--- src/rtl/piso_serial_tx_pkg.sv ---
`default_nettype none
// ============================================================================
// Module  : piso_serial_tx_pkg
// Brief   : Shared state encodings, line constants and sizing helper for the
//           parallel-in serial-out transmitter.
// Revision: 1.0 - initial release
// ============================================================================
package piso_serial_tx_pkg;

    // Frame phases of the transmitter
    typedef enum logic [1:0] {
        S_IDLE  = 2'd0,
        S_START = 2'd1,
        S_DATA  = 2'd2,
        S_STOP  = 2'd3
    } state_t;

    // Level the serial line rests at between frames (also the stop-bit level)
    localparam logic c_LINE_IDLE = 1'b1;

    // Counter width for a count range of n values, never narrower than 1 bit
    function automatic int cnt_width(input int n);
        return (n > 1) ? $clog2(n) : 1;
    endfunction

endpackage : piso_serial_tx_pkg
`default_nettype wire

--- src/rtl/piso_serial_tx_bit_timer.sv ---
`default_nettype none
// ============================================================================
// Module  : piso_serial_tx_bit_timer
// Brief   : Bit-period timer. Counts 0..BIT_CYCLES-1 while enabled and flags
//           the last cycle of every bit period. Also reports whether the
//           following cycle will be a last cycle, so the parent can register
//           its end-of-frame pulse.
// Revision: 1.0 - initial release
// ============================================================================
module piso_serial_tx_bit_timer
    import piso_serial_tx_pkg::*;
#(
    parameter int BIT_CYCLES = 1
) (
    input  logic clk,
    input  logic rst,
    input  logic i_en,
    input  logic i_clr,
    output logic o_tick,
    output logic o_last_next
);

    localparam int             TW     = cnt_width(BIT_CYCLES);
    localparam logic [TW-1:0]  c_LAST = TW'(BIT_CYCLES - 1);

    logic [TW-1:0] r_cnt;
    logic [TW-1:0] w_cnt_nxt;

    // Next count: clear wins, otherwise wrap to zero at the terminal count
    always_comb begin
        w_cnt_nxt = r_cnt;
        if (i_clr) begin
            w_cnt_nxt = '0;
        end else if (i_en) begin
            w_cnt_nxt = (r_cnt == c_LAST) ? '0 : r_cnt + TW'(1);
        end
    end

    // Count register
    always_ff @(posedge clk) begin
        if (rst) begin
            r_cnt <= '0;
        end else begin
            r_cnt <= w_cnt_nxt;
        end
    end

    assign o_tick      = i_en && (r_cnt == c_LAST);
    assign o_last_next = (w_cnt_nxt == c_LAST);

endmodule : piso_serial_tx_bit_timer
`default_nettype wire

--- src/rtl/piso_serial_tx.sv ---
`default_nettype none
// ============================================================================
// Module  : piso_serial_tx
// Brief   : Parallel-in serial-out transmitter. Accepts a WIDTH-bit word over
//           a valid/ready handshake and shifts it out one bit per BIT_CYCLES
//           clocks, optionally framed by a start (0) and stop (1) bit.
//           Every output is registered; next-cycle values are derived from
//           the next state so the line changes right after the accept edge.
// Revision: 1.0 - initial release
// ============================================================================
module piso_serial_tx
    import piso_serial_tx_pkg::*;
#(
    parameter int WIDTH      = 8,
    parameter int BIT_CYCLES = 1,
    parameter bit MSB_FIRST  = 1'b1,
    parameter bit START_STOP = 1'b1
) (
    input  logic             clk,
    input  logic             rst,
    input  logic [WIDTH-1:0] data_in,
    input  logic             load_valid,
    output logic             load_ready,
    output logic             ser_out,
    output logic             ser_valid,
    output logic             busy,
    output logic             done
);

    localparam int            BW         = cnt_width(WIDTH);
    localparam logic [BW-1:0] c_BIT_LAST = BW'(WIDTH - 1);

    state_t           r_state;
    state_t           w_state_nxt;
    logic [WIDTH-1:0] r_shift;
    logic [WIDTH-1:0] w_shift_nxt;
    logic [BW-1:0]    r_cnt;
    logic [BW-1:0]    w_cnt_nxt;

    logic             w_tick;
    logic             w_last_next;
    logic             w_ser_nxt;
    logic             w_done_nxt;

    logic             r_load_ready;
    logic             r_ser_out;
    logic             r_ser_valid;
    logic             r_busy;
    logic             r_done;

    // Timer runs during any frame phase and is held at zero while idle
    piso_serial_tx_bit_timer #(
        .BIT_CYCLES (BIT_CYCLES)
    ) u_bit_timer (
        .clk         (clk),
        .rst         (rst),
        .i_en        (r_state != S_IDLE),
        .i_clr       (r_state == S_IDLE),
        .o_tick      (w_tick),
        .o_last_next (w_last_next)
    );

    // Next-state, shift register and bit counter, then next-cycle outputs
    always_comb begin
        w_state_nxt = r_state;
        w_shift_nxt = r_shift;
        w_cnt_nxt   = r_cnt;

        case (r_state)
            S_IDLE: begin
                if (load_valid) begin
                    w_shift_nxt = data_in;
                    w_cnt_nxt   = '0;
                    w_state_nxt = START_STOP ? S_START : S_DATA;
                end
            end
            S_START: begin
                if (w_tick) begin
                    w_state_nxt = S_DATA;
                end
            end
            S_DATA: begin
                if (w_tick) begin
                    if (r_cnt == c_BIT_LAST) begin
                        w_cnt_nxt   = '0;
                        w_state_nxt = START_STOP ? S_STOP : S_IDLE;
                    end else begin
                        w_cnt_nxt = r_cnt + BW'(1);
                        if (MSB_FIRST) begin
                            w_shift_nxt = {r_shift[WIDTH-2:0], 1'b0};
                        end else begin
                            w_shift_nxt = {1'b0, r_shift[WIDTH-1:1]};
                        end
                    end
                end
            end
            S_STOP: begin
                if (w_tick) begin
                    w_state_nxt = S_IDLE;
                end
            end
            default: begin
                w_state_nxt = S_IDLE;
            end
        endcase

        // Line level for the coming cycle; the active data bit sits at the
        // end of the shift register selected by the shift direction
        w_ser_nxt = c_LINE_IDLE;
        case (w_state_nxt)
            S_START: w_ser_nxt = 1'b0;
            S_DATA:  w_ser_nxt = MSB_FIRST ? w_shift_nxt[WIDTH-1] : w_shift_nxt[0];
            default: w_ser_nxt = c_LINE_IDLE;
        endcase

        // The coming cycle closes the frame when it is the last timer cycle
        // of the stop bit (framed) or of the final data bit (unframed)
        if (START_STOP) begin
            w_done_nxt = w_last_next && (w_state_nxt == S_STOP);
        end else begin
            w_done_nxt = w_last_next && (w_state_nxt == S_DATA) &&
                         (w_cnt_nxt == c_BIT_LAST);
        end
    end

    // State, datapath and registered outputs; reset drops any frame in flight
    always_ff @(posedge clk) begin
        if (rst) begin
            r_state      <= S_IDLE;
            r_shift      <= '0;
            r_cnt        <= '0;
            r_load_ready <= 1'b1;
            r_ser_out    <= c_LINE_IDLE;
            r_ser_valid  <= 1'b0;
            r_busy       <= 1'b0;
            r_done       <= 1'b0;
        end else begin
            r_state      <= w_state_nxt;
            r_shift      <= w_shift_nxt;
            r_cnt        <= w_cnt_nxt;
            r_load_ready <= (w_state_nxt == S_IDLE);
            r_ser_out    <= w_ser_nxt;
            r_ser_valid  <= (w_state_nxt == S_DATA);
            r_busy       <= (w_state_nxt != S_IDLE);
            r_done       <= w_done_nxt;
        end
    end

    assign load_ready = r_load_ready;
    assign ser_out    = r_ser_out;
    assign ser_valid  = r_ser_valid;
    assign busy       = r_busy;
    assign done       = r_done;

endmodule : piso_serial_tx
`default_nettype wire

--- config.mk ---
export PLATFORM = sky130hd
export DESIGN_NAME = piso_serial_tx
export DESIGN_NICKNAME = d
export VERILOG_FILES = /design/src/rtl/piso_serial_tx_pkg.sv /design/src/rtl/piso_serial_tx_bit_timer.sv /design/src/rtl/piso_serial_tx.sv
export SDC_FILE = /design/constraint.sdc
export NUM_CORES = 1
export LEC_CHECK = 0
export ABC_AREA = 1
export BUFFER_PORTS_ARGS = -buffer_cell sky130_fd_sc_hd__buf_2
export CORE_MARGIN = 2
export CORE_UTILIZATION = 51
export CTS_BUF_LIST = sky130_fd_sc_hd__clkbuf_4
export CTS_CLUSTER_SIZE = 40
export DETAILED_ROUTE_END_ITERATION = 10
export PLACE_DENSITY = 0.76
export SYNTH_ARGS = -nofsm -noshare
export SYNTH_HDL_FRONTEND = slang
export SYNTH_SLANG_ARGS = --single-unit
export TNS_END_PERCENT = 1
--- constraint.sdc ---
create_clock -name clk -period 1.39 [get_ports clk]
set_input_delay 0.278 -clock clk [delete_from_list [all_inputs] [get_ports clk]]
set_output_delay 0.278 -clock clk [all_outputs]
set_load 0.005 [all_outputs]
Yosys cells after proc, flatten, opt, wreduce, memory -nomap -nowiden
Index checks and enable logic that the tools add are counted.
{"block": "word_totals", "regBits": 19, "latch_bits": 0, "ram_bits": 0, "romBits": 0, "in_bits": 11, "output_inout_bits": 5, "elab_cells": 51, "n_memories": 0}
{"block": "op_classes", "addsub": 2, "mul": 0, "div": 0, "magnitude_cmp": 0, "eq_ne": 10, "n_shift": 0, "n_mux": 18, "n_bitwise": 2, "n_reduce_logical": 9}
{"cell": "two-way mux 8 bit", "count": 3}
{"cell": "case mux 8 bit (2 select lines)", "count": 1}
{"cell": "two-way mux 2 bit", "count": 5}
{"cell": "two-way mux 3 bit", "count": 3}
{"cell": "== test 2 bit, second input constant", "count": 4}
{"cell": "case mux 2 bit (4 select lines)", "count": 1}
{"cell": "case mux 3 bit (2 select lines)", "count": 1}
{"cell": "nonzero test 2 bit", "count": 3}
{"cell": "== test 2 x 1 -> 1 bit, second input constant", "count": 2}
{"cell": "zero test 2 bit", "count": 2}
{"cell": "!= test 2 bit, second input constant", "count": 2}
{"cell": "AND reduction 4 bit", "count": 1}
{"cell": "adder 3 x 1 -> 3 bit, second input constant", "count": 1}
{"cell": "== test 3 bit, second input constant", "count": 1}
{"cell": "two-way mux 1 bit", "count": 3}
{"cell": "AND reduction 3 bit", "count": 1}
{"cell": "logical AND 1 bit", "count": 2}
{"cell": "!= test 2 x 1 -> 1 bit, second input constant", "count": 1}
{"cell": "NOT 1 bit", "count": 2}
{"cell": "case mux 1 bit (2 select lines)", "count": 1}
{"cell": "adder 1 bit, second input constant", "count": 1}

Logic depth before layout (Yosys ltp)
{"block": "depth", "word_depth": 6, "ltp_mapped": 11, "depth_no_buf": 11}

By module
Synthesis repeated with hierarchy kept, for this count alone.
{"block": "unflattened", "cells_unflattened": 127, "hier_area_um2": 958.4}
{"mod": "piso_serial_tx", "instances": 1, "cells_each": 121, "area_each_um2": 910.9, "seq_area_each_um2": 360.3}
{"mod": "piso_serial_tx_bit_timer", "instances": 1, "cells_each": 6, "area_each_um2": 47.5, "seq_area_each_um2": 20.0}

Least setup slack after synthesis
Ideal clock, no wire load.
{"block": "synth_path", "path_type": "reg-to-reg", "from": "register r_cnt[0]", "to": "register r_ser_out (netlist: ser_out)", "setup_ps": 58, "arrival_ps": 1251, "t_required_ps": 1332, "path_slack_ps": 81, "stages_incl_launch_ff": 12, "n_path_buf": 0, "period_less_slack_ps": 1309, "path_cell_list": "dfxtp_1 > ha_1 > ha_1 > inv_1 > nand2_1 > nand2_1 > nand2_1 > nand2_1 > nand2_1 > nand2_1 > nand2_1 > nand2_1"}
{"block": "synth_between", "elab_chain_len": 6, "elab_cells_between_ends": 10, "classes_between": "eq/ne (3); mux (7)"}
{"element": "start, declared", "line_no": "piso_serial_tx.sv:37", "source": "logic [BW-1:0] r_cnt;"}
{"element": "start signal, assigned", "line_no": "piso_serial_tx.sv:140", "source": "r_cnt <= w_cnt_nxt;"}
{"element": "== test 3 bit *", "line_no": "piso_serial_tx.sv:84", "source": "if (r_cnt == c_BIT_LAST) begin"}
{"element": "two-way mux 2 bit", "line_no": "piso_serial_tx.sv:84"}
{"element": "two-way mux 2 bit", "line_no": "piso_serial_tx.sv:83", "source": "if (w_tick) begin"}
{"element": "case mux 2 bit (4 select lines)", "line_no": "piso_serial_tx.sv:69", "source": "case (r_state)"}
{"element": "== test 2 bit / == test 2 x 1 -> 1 bit (equally long branches)", "line_no": "piso_serial_tx.sv:110", "source": "case (w_state_nxt)"}
{"element": "case mux 1 bit (2 select lines) *", "line_no": "piso_serial_tx.sv:110"}
{"element": "end signal, assigned", "line_no": "piso_serial_tx.sv:133", "source": "r_ser_out <= c_LINE_IDLE;"}
{"element": "end signal, assigned", "line_no": "piso_serial_tx.sv:142", "source": "r_ser_out <= w_ser_nxt;"}
{"element": "end, declared", "line_no": "piso_serial_tx.sv:46", "source": "logic r_ser_out;"}
Mark *: on every way between the ends. The rest lies on a longest branch, timed or not. The select of a mux whose other input is x is not followed.
A chain may end at the register's enable or synchronous reset.

Final worst setup path
{"block": "layout_path", "from": "register r_cnt[1]", "to": "register r_ser_out (netlist: ser_out)"}
The elaborated chain is that of the path after synthesis.

==> key figures <==
Outcome
  – Outcome: finished clean

Floorplanning
  – Die area: 2190 um2
  – Core region area: 1730 um2
  – # rows: 15
  – Top Ports: 16
  – Chip height: 46.8 um
  – Die W: 46.8 um
  – Initial Util: 0.541

CTS
  – Clock Tree Buf Depth: 2
  – CTS tree: done
  – Clk root buf: clkbuf_4
  – Clk_lat worst skew: 0.30 ns
  – CTS sink cnt: 19
  – CTS H-tree depth: 1
  – CTS Buf Count: 3
  – Clock transition at the registers of the reported paths: 0.11 ns

Global route
  – Largest net degree at the start of global routing: 14
  – Initial antenna violation count: 0
  – Congestion Overflow GR: 0
  – Overall global routing resource usage: 0.198
  – First-pass GRT wire length: 3110 um
  – Number of global-route vias before repair: 746

Critical path
  – Bufs and invs on worst path: 0
  – CP arrival: 1.51 ns
  – CP peak stage delay: 0.38 ns
  – Crit Reg-Reg Endpoint: ser_out
  – R2R setup slack: 0.08 ns
  – Startpoint Class: register
  – Req. time, crit path: 1.59 ns
  – CP max stage cell: dfxtp_1
  – Reg2reg start: r_cnt[1]
  – R2r worst-path depth: 7
  – Worst path top cell family by delay: flip-flops
  – Critical path class: register to register
  – Worst setup EP type: register
  – CP Cell Sequence: ha_4 > ha_4 > nand2_1 > nand2_2 > nand4_1 > a21oi_1 > nand2_1
  – Crit Path Max Fanout: 5

Logic synthesis
  – Sequential area share after synthesis: 0.408
  – Post-synth top area cell: dfxtp_1
  – Synth cell types: 22
  – Synth Net Count: 150
  – Post-Syn Area: 933 um2
  – FF+latch count, synth: 19
  – Multiplexer share of the synthesized area: 0
  – Post-Synth Simple-Gate Area: 0.393
  – Top post-synthesis cells by area: dfxtp_1 (41%), nand2_1 (20%), nor2_1 (7.2%), inv_1 (5.2%), nand4_1 (4.7%)
  – Synth Area in Adders: 0.0268
  – Largest family of logic cells by synthesized area: simple AND/OR/NAND/NOR gates
  – Yosys warns: 0
  – Top-area cell type share of the netlist area: 0.408
  – XOR/XNOR share of the synthesized area: 0
  – Post-synthesis compound-gate area fraction: 0.0724
  – Post-Synthesis Cells: 137
  – Syn_area_per_cell: 6.81 um2

Drt
  – Post-Route WL: 1850 um
  – TritonRoute pass-1 iters: 4
  – Vias per std cell: 4.77
  – DRC: 0
  – Routed WL per cell: 10.1 um
  – Post-route ant nets: 0
  – Via count: 877
  – Initial DRC count: 29

Timing
  – Hold Vio Cnt, Final: 0
  – Final setup fails: 0
  – Worst Skew: 0.00343 ns
  – Crit path time final: 1.31 ns
  – Pins Over Slew Limit: 0
  – Fmax: 0.765 GHz
  – Period Utilization, post-route: 0.940
  – Total Neg Setup Slack: 0 ns

Power
  – Power density cells: 1080 nW/um2
  – Leak: 0.559 nW
  – Worst vdd ir: 0.716 mV
  – Power Total: 0.00120 W

Placed design
  – Buffers on Ports: 15
  – DP HPWL: 1350 um
  – Cells after DPL: 179
  – GPL Wtd Cong: 0.856
  – Area after DPL: 1050 um2

Flow run
  – Max_cap viols: 0

Cells and area
  – Fin area: 1120 um2
  – Area growth syn-to-layout: 19.6%
  – Fill cells: 166
  – Ratio of cells with drive above 1 in the final layout: 0.245
  – Finished Layout Cells: 184
  – Commonest cells after routing, fill and taps aside: nand2_1 (48), nor2_1 (18), dfxtp_1 (16), buf_2 (15), inv_1 (13)
  – Commonest non-fill, non-tap cell in the layout: nand2_1
  – Post-layout util: 0.646
  – NumNets Final: 173
  – Antenna Cells: 0

Hold path
  – WHS Path Cells: 2
  – Worst Hold Endpoint: r_shift[0]
  – Min-Delay Path Class: input port to register
  – Min-delay src: rst
## worst max-delay path by stage
stage,from,to,depth (start not counted)
after floorplan,r_cnt[0],ser_out,11
after global placement,r_cnt[0],ser_out,7
after detailed placement,r_cnt[0],ser_out,8
after CTS,r_cnt[0],ser_out,8
after global routing,r_cnt[1],ser_out,7
final,r_cnt[1],ser_out,7
## per-stage QoR
stage	setup slack, ns	hold WS (ns)
after global routing	-0.00425	0.193
final	0.0829	0.205
after detailed placement	-0.00210	0.468
after floorplan	0.0809	0.340
after CTS	0.000628	0.197
after global placement	0.0783	0.459
## what timing repair did
action                     4_1_cts  5_1_grt
pin swaps                        0        2
cloned                           0        0
setup buffers                    0        1
setup endpoints to repair        1        9
hold buffers                     0        0
gates resized for setup          1        8
## flip-flops by register name (all words and copies together) (netlist names)
register / count
r_shift: 8
r_cnt: 3
r_state: 2
busy: 1
done: 1
load_ready: 1
ser_out: 1
ser_valid: 1
u_bit_timer.r_cnt: 1
## cells by family (layout without fill, tap and decap cells)
kind of cell             count (synthesis)  in the layout
AO/OA/AOI/OAI                           12             12
adder cells (fa/ha/maj)                  2              2
buffers and inverters                   19             41
flip-flops                              19             19
other                                    1              1
AND/OR/NAND/NOR                         84             84
## cells in the mapped netlist
cell type and number:
nand2_1 49, nand4_1 7, nor2_1 18, clkinv_1 1, ha_1 2, buf_6 2
inv_1 13, nor3_2 1, inv_2 2, a21oi_2 1, a31oi_1 1, buf_4 1
a21oi_1 6, a21boi_0 1, nand2_4 2, dfxtp_1 19, o21ai_0 3, nor2_2 1
nand3_1 4, nand2_2 1, and2_1 1, conb_1 1
## layout make-up
class / count / area, um2 / area share
multi-input cells: 99 / 490 / 0.439
flip-flops and latches: 19 / 387 / 0.346
repair buffers: 21 / 120 / 0.108
inverters: 16 / 60.1 / 0.0538
well taps: 25 / 31.3 / 0.0280
clock buffers: 3 / 22.5 / 0.0202
clock inverters: 1 / 5.00 / 0.00448
## layer usage
metal  global-route usage  vias up  part of all wire
met1                0.272      379              0.51
met3               0.0346        4             0.039
li1                     -      471                 -
met4               0.0833        0             0.013
met5                    0        -                 0
met2                0.307       23              0.44
## where the power goes
group          internal, W  leakage, nW  total [W]  switching [W]
clock network     0.000107       0.0177   0.000284       0.000177
logic             0.000112        0.383   0.000274       0.000162
registers         0.000603        0.158   0.000643      0.0000403
No activity file was read; power rests on OpenSTA's default activity.
